[src/rtl/riscv_dbiu_ahb.sv]
// Data-side BIU: converts the biu_* strobe/ack handshake into pipelined AHB3-Lite single transfers.
// Latency: address accepted in cycle N, ack/err no earlier than N+1, plus one cycle per HREADY=0 cycle.
// Backpressure: HREADY=0 stalls both phases; the first ERROR cycle suppresses the next address phase.
module riscv_dbiu_ahb #(
    parameter int XLEN = 64,
    parameter int PLEN = 64
) (
    input  logic            clk_i,
    input  logic            rst_i,

    input  logic            biu_stb_i,
    output logic            biu_stb_ack_o,
    input  logic [PLEN-1:0] biu_adri_i,
    output logic [PLEN-1:0] biu_adro_o,
    input  logic [2:0]      biu_size_i,
    input  logic [2:0]      biu_type_i,
    input  logic            biu_lock_i,
    input  logic [2:0]      biu_prot_i,
    input  logic            biu_we_i,
    input  logic [XLEN-1:0] biu_d_i,
    output logic [XLEN-1:0] biu_q_o,
    output logic            biu_ack_o,
    output logic            biu_err_o,

    output logic [PLEN-1:0] HADDR,
    output logic [XLEN-1:0] HWDATA,
    input  logic [XLEN-1:0] HRDATA,
    output logic            HWRITE,
    output logic [2:0]      HSIZE,
    output logic [2:0]      HBURST,
    output logic [3:0]      HPROT,
    output logic [1:0]      HTRANS,
    output logic            HMASTLOCK,
    input  logic            HREADY,
    input  logic            HRESP
);

    localparam logic [1:0] HTRANS_IDLE   = 2'b00;
    localparam logic [1:0] HTRANS_NONSEQ = 2'b10;

    // Data-phase state: the transfer whose address phase has already completed
    logic            r_dp_vld;
    logic            r_dp_we;
    logic [PLEN-1:0] r_dp_adr;
    logic [XLEN-1:0] r_dp_d;

    logic            w_kill;
    logic            w_req;
    logic            w_stb_ack;

    // First cycle of a two-cycle ERROR response: the slave requires the next
    // address phase to be IDLE, so the pending request is held off.
    assign w_kill    = r_dp_vld & HRESP & ~HREADY;
    assign w_req     = biu_stb_i & ~w_kill & ~rst_i;
    assign w_stb_ack = w_req & HREADY;

    // Address phase driven straight from the request
    always_comb begin
        HTRANS        = w_req ? HTRANS_NONSEQ : HTRANS_IDLE;
        HADDR         = biu_adri_i;
        HWRITE        = biu_we_i;
        HSIZE         = biu_size_i;
        HBURST        = biu_type_i;
        HPROT         = {1'b0, biu_prot_i};
        HMASTLOCK     = biu_lock_i & w_req;
        biu_stb_ack_o = w_stb_ack;
    end

    // Data phase completion and return path
    always_comb begin
        HWDATA     = r_dp_d;
        biu_adro_o = r_dp_adr;
        biu_q_o    = HRDATA;
        biu_ack_o  = r_dp_vld & HREADY & ~HRESP & ~rst_i;
        biu_err_o  = r_dp_vld & HREADY &  HRESP & ~rst_i;
    end

    // Advance the pipeline only when the bus is ready; a wait state holds everything
    always_ff @(posedge clk_i) begin
        if (rst_i) begin
            r_dp_vld <= 1'b0;
            r_dp_we  <= 1'b0;
            r_dp_adr <= '0;
            r_dp_d   <= '0;
        end else if (HREADY) begin
            r_dp_vld <= w_stb_ack;
            r_dp_we  <= biu_we_i;
            r_dp_adr <= biu_adri_i;
            r_dp_d   <= biu_d_i;
        end
    end

    // The write-enable of the data phase is kept for observability of the
    // return path; read data is only meaningful for completed reads.
    logic w_dp_unused;
    assign w_dp_unused = r_dp_we;

endmodule

[config.mk]
export PLATFORM = sky130hd
export DESIGN_NAME = riscv_dbiu_ahb
export DESIGN_NICKNAME = d
export VERILOG_FILES = /design/src/rtl/riscv_dbiu_ahb.sv
export SDC_FILE = /design/constraint.sdc
export NUM_CORES = 1
export LEC_CHECK = 0
export CAP_MARGIN = 15
export CORE_AREA = 8 8 181 183
export DETAILED_ROUTE_END_ITERATION = 10
export DIE_AREA = 0 0 189 191
export GPL_ROUTABILITY_DRIVEN = 0
export PLACE_DENSITY = 0.58
export RECOVER_POWER = 50
export SLEW_MARGIN = 20
export SYNTH_ARGS = -nofsm -noshare
export SYNTH_HDL_FRONTEND = slang
export SYNTH_SLANG_ARGS = --single-unit
[constraint.sdc]
create_clock -name clk_i -period 5 [get_ports clk_i]
set_input_delay 1.5 -clock clk_i [delete_from_list [all_inputs] [get_ports clk_i]]
set_output_delay 1.5 -clock clk_i [all_outputs]
set_load 0.005 [all_outputs]
==> summary.txt, run 1 <==
number of synthesis warnings: 0
DRC Markers: 0
Synth cell types: 15
# rows: 64
clock power share: 43.1%
critical path peak fanout: 3
Top-Level Pins: 481
total wire length: 17800 um
adder-cell share of the synthesized area: 0%
cells after synthesis: 566
Congestion Overflow GR: 0
CP Capture Type: output port
Net Sw Frac: 23.9%
DR pass1 iterations: 4
ratio of cells with drive above 1 in the final layout: 4.72%
Global Route Usage Sum: 9.49%
Synth Cell Area: 5690 um^2
CP Class: in -> out
crit path DAT: 2910 ps
PortBufs: 330
status: complete, but fails checks
Resized cells post-CTS: 0
ys async rst share: 0%
Die Wd: 189 um
die height: 191 um
Max Transition Viols Final: 185
reg2reg path depth: 2
CTS tree: yes
Worst Hold Class: reg -> reg
DR vias: 4237
Max IR drop VDD: 0.193 mV
maxcap violations: 3
P&R area growth vs syn: 54.6%
worst setup margin: 593 ps
setup TNS: 0 ps
ys flop type: dfxtp_1
Sequential Power Share: 41.0%
Antenna Violating Nets Remaining: 0
Hold Buf Count CTS: 0
Achievable Freq: 227 MHz
RSZ-0062 raised after global routing: no
hold slack: 483 ps
CTS H-Tree Depth: 4
fin nets: 958
Pwr Density: 310 nW/um^2
main combinational cell family by area after synthesis: multiplexers
Slew @ Worst Pin: 2380 ps
Synth top area share: 45.4%
Num CTS Buffers: 17
Post-synth top cells: buf_4, dfxtp_1, mux2i_1, nor2_1, buf_6
# fillers: 3151
largest net degree at the start of global routing: 78
area occupied by multi-input gates: 1850 um^2
Initial Util: 19.0%
Hold Crit Depth: 2
die area: 36100 um^2
Post-Place Setup Slack: 576 ps
final setup skew: 0 ps
Synth Register Bits: 129
Final Critical Period: 4410 ps
Synth Area in Compound Gates: 0%
CTS Sinks: 129
syn avg cell area: 10.1 um^2
failing checks: max-capacitance violations, max-slew violations
core footprint: 30000 um^2
Post-Place Cell Area: 8260 um^2
Worst EP required: 3500 ps
Post-CTS Setup Bufs: 0
worst skew pair latency: 400 ps
Max-slew headroom: -58.5%
clock transition at the registers of the reported paths: 60 ps
Post-Synth XOR/XNOR Area: 0%
CTS Root Cell: clkbuf_16
vias in the first global route: 4504
post-route cell area: 8800 um^2
final setup fails: 0
Max Root-Sink Buffers: 2
fin crit share: 88.1%
Via-to-Cell Ratio: 3.66
Pint: 2080 uW
multiplexer share of the synthesized area: 22.7%
Leak: 0.00393 uW
Inserted Diodes: 0
logic gate share of total power: 15.9%
Simple-Gate Fraction of Synth Area: 9.63%
leading area contributor after synthesis: dfxtp_1
final hold vios: 0
first-pass GRT wire length: 26700 um
dpl hpwl: 13600 um
DR iter-0 viols: 80
P_sw: 652 uW
cells taking the most area after synthesis: dfxtp_1, mux2i_1, buf_4
Startpoint Class: input pin
most common cell in the netlist: buf_4
Storage cell area: 2580 um^2
sequential-to-total area share from yosys stat: 45.4%
antenna violations before repair: 0
Total Power: 2730 uW
WL/cell: 15.3 um
EDFF count, synth: 0
==> path summary, 6_finish.rpt <==
path	from	to	slack (ps)
max	HRESP	HMASTLOCK	590
min	biu_adro_o[22]	biu_adro_o[22]	480
max reg2reg	r_dp_vld	r_dp_vld	4250
min reg2reg	biu_adro_o[22]	biu_adro_o[22]	480
==> metal layers <==
metal  global-route usage, %  part of all wire [%]  vias to the layer above
li1                        -                     -                     2064
met1                    9.95                    39                     1898
met2                    14.6                    44                      251
met3                    6.40                    14                       24
met4                    4.36                   2.5                        0
met5                       0                     0                        -
==> power by group through the flow <==
stage / Sequential, uW / Clock (uW) / Combinational (uW)
after global routing: 1130 / 1280 / 472
final: 1120 / 1180 / 434
after global placement: 1140 / 0 / 461
after CTS: 1120 / 1240 / 464
after floorplan: 1150 / 0 / 226
after detailed placement: 1140 / 0 / 462
==> registers in the layout, indices dropped and copies added, names as in the netlist <==
| signal | count |
|---|---|
| HWDATA | 64 |
| biu_adro_o | 64 |
| r_dp_vld | 1 |
==> critical path, cell delays in order <==
cell and delay, ps:
clkdlybuf4s50_1 440, and3b_1 270, nor3_2 170, clkdlybuf4s50_1 520
==> metrics by stage <==
stage	cells	utilization, %
2_1_floorplan	567	-
3_3_place_gp	1127	27.5
3_5_place_dp	1127	27.5
4_1_cts	1159	29.4
5_1_grt	1159	29.3
6_report	1159	29.3
==> placed cells by master, fill, tap and decap left out <==
cell type / count
and3b_1: 2
and4b_1: 1
buf_4: 2
buf_6: 1
bufinv_16: 1
clkbuf_1: 5
clkbuf_16: 17
clkbuf_2: 2
clkbuf_8: 2
clkdlybuf4s50_1: 208
clkinv_2: 5
clkinv_4: 1
clkinvlp_4: 3
conb_1: 2
dfxtp_1: 129
dlygate4sd3_1: 120
mux2i_1: 129
nand2_1: 1
nor2_1: 129
nor3_2: 1
nor3b_2: 1
nor4bb_1: 1
==> cells by family (layout without fill, tap and decap cells) <==
family,after synthesis,in the layout
buffers and inverters,171,367
and+or+nand+nor,136,136
muxes,129,129
other,1,2
DFF,129,129
==> cell type report <==
cell class | count | share of cell area (%)
clock buffer | 22 | 5.27
clock inverter | 10 | 0.981
multi-input combinational | 267 | 21.0
sequential | 129 | 29.3
tap | 396 | 5.63
timing repair buffer | 335 | 37.8
(Power assumes the default switching activity.)
==> run 2: changes to the inputs <==
- clock period: 5 -> 5.6 ns (I/O delays scaled with it)
==> summary.txt, run 2 (synthesized netlist as in run 1, its figures left out) <==
status: complete, but fails checks
failing checks: max-capacitance violations, max-slew violations
clock transition at the registers of the reported paths: 60 ps
CTS Root Cell: clkbuf_16
CP max-delay cell: clkdlybuf4s50_1
final setup skew: 0 ps
Achievable Freq: 208 MHz
WL/cell: 15.3 um
post-route cell area: 8790 um^2
crit-path most repeated cell: clkdlybuf4s50_1
Max-slew headroom: -19.9%
Hold Buf Count CTS: 0
Worst Hold Class: reg -> reg
P_sw: 618 uW
CP Class: in -> out
Top-Level Pins: 481
met3 routed WL: 2500 um
highest metal used: met4
Pwr Density: 276 nW/um^2
Max Root-Sink Buffers: 2
CTS tree: yes
total wire length: 17700 um
RSZ-0062 raised after global routing: no
fin crit share: 85.7%
critical path peak fanout: 3
setup TNS: 0 ps
DR pass1 iterations: 4
P&R area growth vs syn: 54.4%
Congestion Overflow GR: 0
DR iter-0 viols: 78
Worst EP required: 3920 ps
Global Route Usage Sum: 9.36%
first-pass GRT wire length: 26600 um
fin nets: 956
Num CTS Buffers: 17
PortBufs: 330
cell total after placement: 1125
Net Sw Frac: 25.5%
Final Critical Period: 4800 ps
most common cell after layout, fill and taps aside: clkdlybuf4s50_1
largest net degree at the start of global routing: 78
Max stage delay on crit path: 520 ps
CP cell instances: clkdlybuf4s50_1 > and3b_1 > nor3b_2 > clkdlybuf4s50_1
final hold vios: 0
crit path DAT: 3120 ps
Leak: 0.00386 uW
DRC Markers: 0
Slew @ Worst Pin: 1800 ps
Max Transition Viols Final: 133
# rows: 64
core footprint: 30000 um^2
Post-Place Cell Area: 8250 um^2
Inserted Diodes: 0
routed wl met2: 7730 um
Pint: 1810 uW
Max IR drop VDD: 0.136 mV
logic gate share of total power: 16.0%
vias in the first global route: 4456
Startpoint Class: input pin
Resized cells post-CTS: 0
ratio of cells with drive above 1 in the final layout: 4.99%
dpl hpwl: 13400 um
Die Wd: 189 um
clock power share: 42.9%
Initial Util: 19.0%
Via-to-Cell Ratio: 3.66
CTS Sinks: 129
antenna violations before repair: 0
DR vias: 4229
Final Instance Count excl. Fillers: 1157
CTS H-Tree Depth: 4
die height: 191 um
Post-CTS Setup Bufs: 0
final setup fails: 0
maxcap violations: 2
Total Power: 2430 uW
Sequential Power Share: 41.1%
met1 WL: 7050 um
CP Capture Type: output port
worst skew pair latency: 400 ps
Antenna Violating Nets Remaining: 0
die area: 36100 um^2
commonest cells after routing, fill and taps aside: clkdlybuf4s50_1, dfxtp_1, mux2i_1, nor2_1, dlygate4sd3_1
==> run 2: cell types whose count changed in the layout (fill, tap and decap cells not counted), sizes merged <==
cell,delta
clkbuf,-5
dlygate4sd3,-21
inv,+4
clkdlybuf4s50,+21
bufinv,-1
clkinvlp,+2
clkinv,-2
==> run 2: critical path: cells and delay by family <==
family,cells,cell delay (ps)
buffers and inverters,2,990
AND/OR/NAND/NOR,2,440
==> run 2: power groups by stage <==
stage	clock network [uW]	registers (uW)	logic [uW]
6_report	1040	998	389
5_1_grt	1140	1010	424
4_1_cts	1100	1000	413
3_5_place_dp	0	1020	412
3_3_place_gp	0	1020	411
2_1_floorplan	0	1020	201
==> run 2: final cells by class <==
type	instances	area (um^2)
Clock buffer	19	443
Clock inverter	13	104
Fill cell	3168	21200
Multi-Input combinational cell	267	1850
Sequential cell	129	2580
Tap cell	396	495
Timing Repair Buffer	333	3320
==> run 2: stage by stage <==
| step | hold WS, ps | setup WS, ps | utilization, % |
|---|---|---|---|
| final | 483 | 801 | 29.3 |
| after global routing | 511 | 737 | 29.3 |
| after CTS | 494 | 765 | 29.3 |
| after detailed placement | 478 | 767 | 27.5 |
| after global placement | 471 | 778 | 27.5 |
| after floorplan | 482 | 1520 | - |
==> run 2: metal layers <==
layer	vias up	GRT usage (%)
li1	2069	-
met1	1883	10.2
met2	253	14.3
met3	24	6.11
met4	0	3.82
met5	-	0
==> run 2: path summary, 6_finish.rpt <==
kind	startpoint	to	slack, ps	depth (start not counted)
worst max-delay path	HRESP	HTRANS[1]	800	4
worst min-delay path	biu_adro_o[34]	biu_adro_o[34]	480	2
worst max register to register	biu_adro_o[20]	biu_adro_o[20]	4890	2
worst min register to register	biu_adro_o[34]	biu_adro_o[34]	480	2
==> run 3: changes to the inputs <==
- CORE_AREA: 8 8 181 183 -> 2 2 185 187
- DIE_AREA: 0 0 189 191 -> 0 0 187 189
- PLACE_DENSITY: 0.58 -> 0.53
==> summary.txt, run 3 (synthesized netlist as in run 1, its figures left out) <==
CTS H-Tree Depth: 4
Resized cells post-CTS: 0
Storage cell area: 2580 um^2
post-route cell area: 8940 um^2
setup TNS: 0 ps
Top-Level Pins: 481
die area: 35300 um^2
Max IR drop VDD: 0.203 mV
most common cell after layout, fill and taps aside: clkdlybuf4s50_1
final setup skew: 0 ps
# rows: 67
Slew @ Worst Pin: 3140 ps
Inserted Diodes: 0
CTS Root Cell: clkbuf_16
Worst Hold Class: reg -> reg
Num CTS Buffers: 17
worst skew pair latency: 420 ps
CP Class: in -> out
Worst EP required: 3920 ps
vias in the first global route: 4311
antenna violations before repair: 0
worst setup margin: 792 ps
reg2reg path depth: 2
Total Power: 2550 uW
# fillers: 3529
Final Critical Period: 4810 ps
final setup fails: 0
largest net degree at the start of global routing: 68
DR iter-0 viols: 102
CTS tree: yes
P&R area growth vs syn: 57.1%
WL/cell: 13.5 um
final core utilization: 26.9%
Congestion Overflow GR: 0
Achievable Freq: 208 MHz
area occupied by multi-input gates: 1850 um^2
critical path peak fanout: 3
Pwr Density: 286 nW/um^2
CTS Sinks: 129
Global Route Usage Sum: 9.24%
fin nets: 958
Post-Place Setup Slack: 784 ps
Antenna Violating Nets Remaining: 0
PortBufs: 330
Post-Place Cell Area: 8330 um^2
maxcap violations: 1
DRC Markers: 0
total wire length: 16300 um
Initial Util: 17.1%
DR vias: 4274
die height: 189 um
clock transition at the registers of the reported paths: 50 ps
Max Transition Viols Final: 68
first-pass GRT wire length: 25200 um
ratio of cells with drive above 1 in the final layout: 5.11%
Hold Buf Count CTS: 0
failing checks: max-capacitance violations, max-slew violations
Max Root-Sink Buffers: 2
Die Wd: 187 um
final hold vios: 0
crit path DAT: 3130 ps
core footprint: 33300 um^2
status: complete, but fails checks
DR pass1 iterations: 5
RSZ-0062 raised after global routing: no
Leak: 0.00396 uW
dpl hpwl: 12000 um
commonest cells after routing, fill and taps aside: clkdlybuf4s50_1, dfxtp_1, mux2i_1, nor2_1, dlygate4sd3_1
CP Capture Type: output port
Via-to-Cell Ratio: 3.53
Hold Crit Depth: 2
Post-CTS Setup Bufs: 0
Max-slew headroom: -110%
r2r setup slk: 4850 ps
fin crit share: 85.9%
Startpoint Class: input pin
run 3: changes by cell type in the layout (fill, tap and decap cells not counted):
cell             delta
clkinv_4            +1
clkbuf_8            +2
clkinv_2            +1
bufinv_16           +3
clkbuf_1            +1
buf_4               +1
inv_6               -4
clkbuf_2            -1
dlygate4sd3_1      +25
clkdlybuf4s50_1    -25
clkinvlp_4          -2
run 3: critical path, stage by stage:
cell and delay (ps):
clkdlybuf4s50_1 480, and3b_1 280, nor3_2 160, clkdlybuf4s50_1 520
run 3: final cells by class:
| class | count | share of cell area (%) |
|---|---|---|
| sequential | 129 | 28.9 |
| tap | 448 | 6.27 |
| multi-input combinational | 267 | 20.6 |
| clock inverter | 12 | 1.76 |
| timing repair buffer | 335 | 37.2 |
| clock buffer | 20 | 5.22 |
run 3: per-layer routing:
metal	GRT usage [%]	vias to the layer above	routed length [um]
li1	-	2070	-
met1	10.3	1925	6720
met2	14.4	255	7480
met3	5.21	24	1800
met4	3.94	0	330
met5	0	-	0
run 3: worst paths after layout:
kind / start / endpoint
max reg2reg: biu_adro_o[20] / biu_adro_o[20]
min reg2reg: biu_adro_o[36] / biu_adro_o[36]
min: biu_adro_o[36] / biu_adro_o[36]
max: HRESP / HMASTLOCK
run 3: power breakdown:
group / internal (uW) / switching (uW) / leakage, uW
Sequential: 974 / 26.0 / 0.00107
Combinational: 246 / 136 / 0.00260
Clock: 736 / 435 / 0.000298
run 3: per-stage QoR:
stage / instances / hold slack, ps
floorplan: 567 / 482
global placement: 1179 / 471
detailed placement: 1179 / 480
CTS: 1211 / 494
global route: 1211 / 510
finish: 1211 / 479
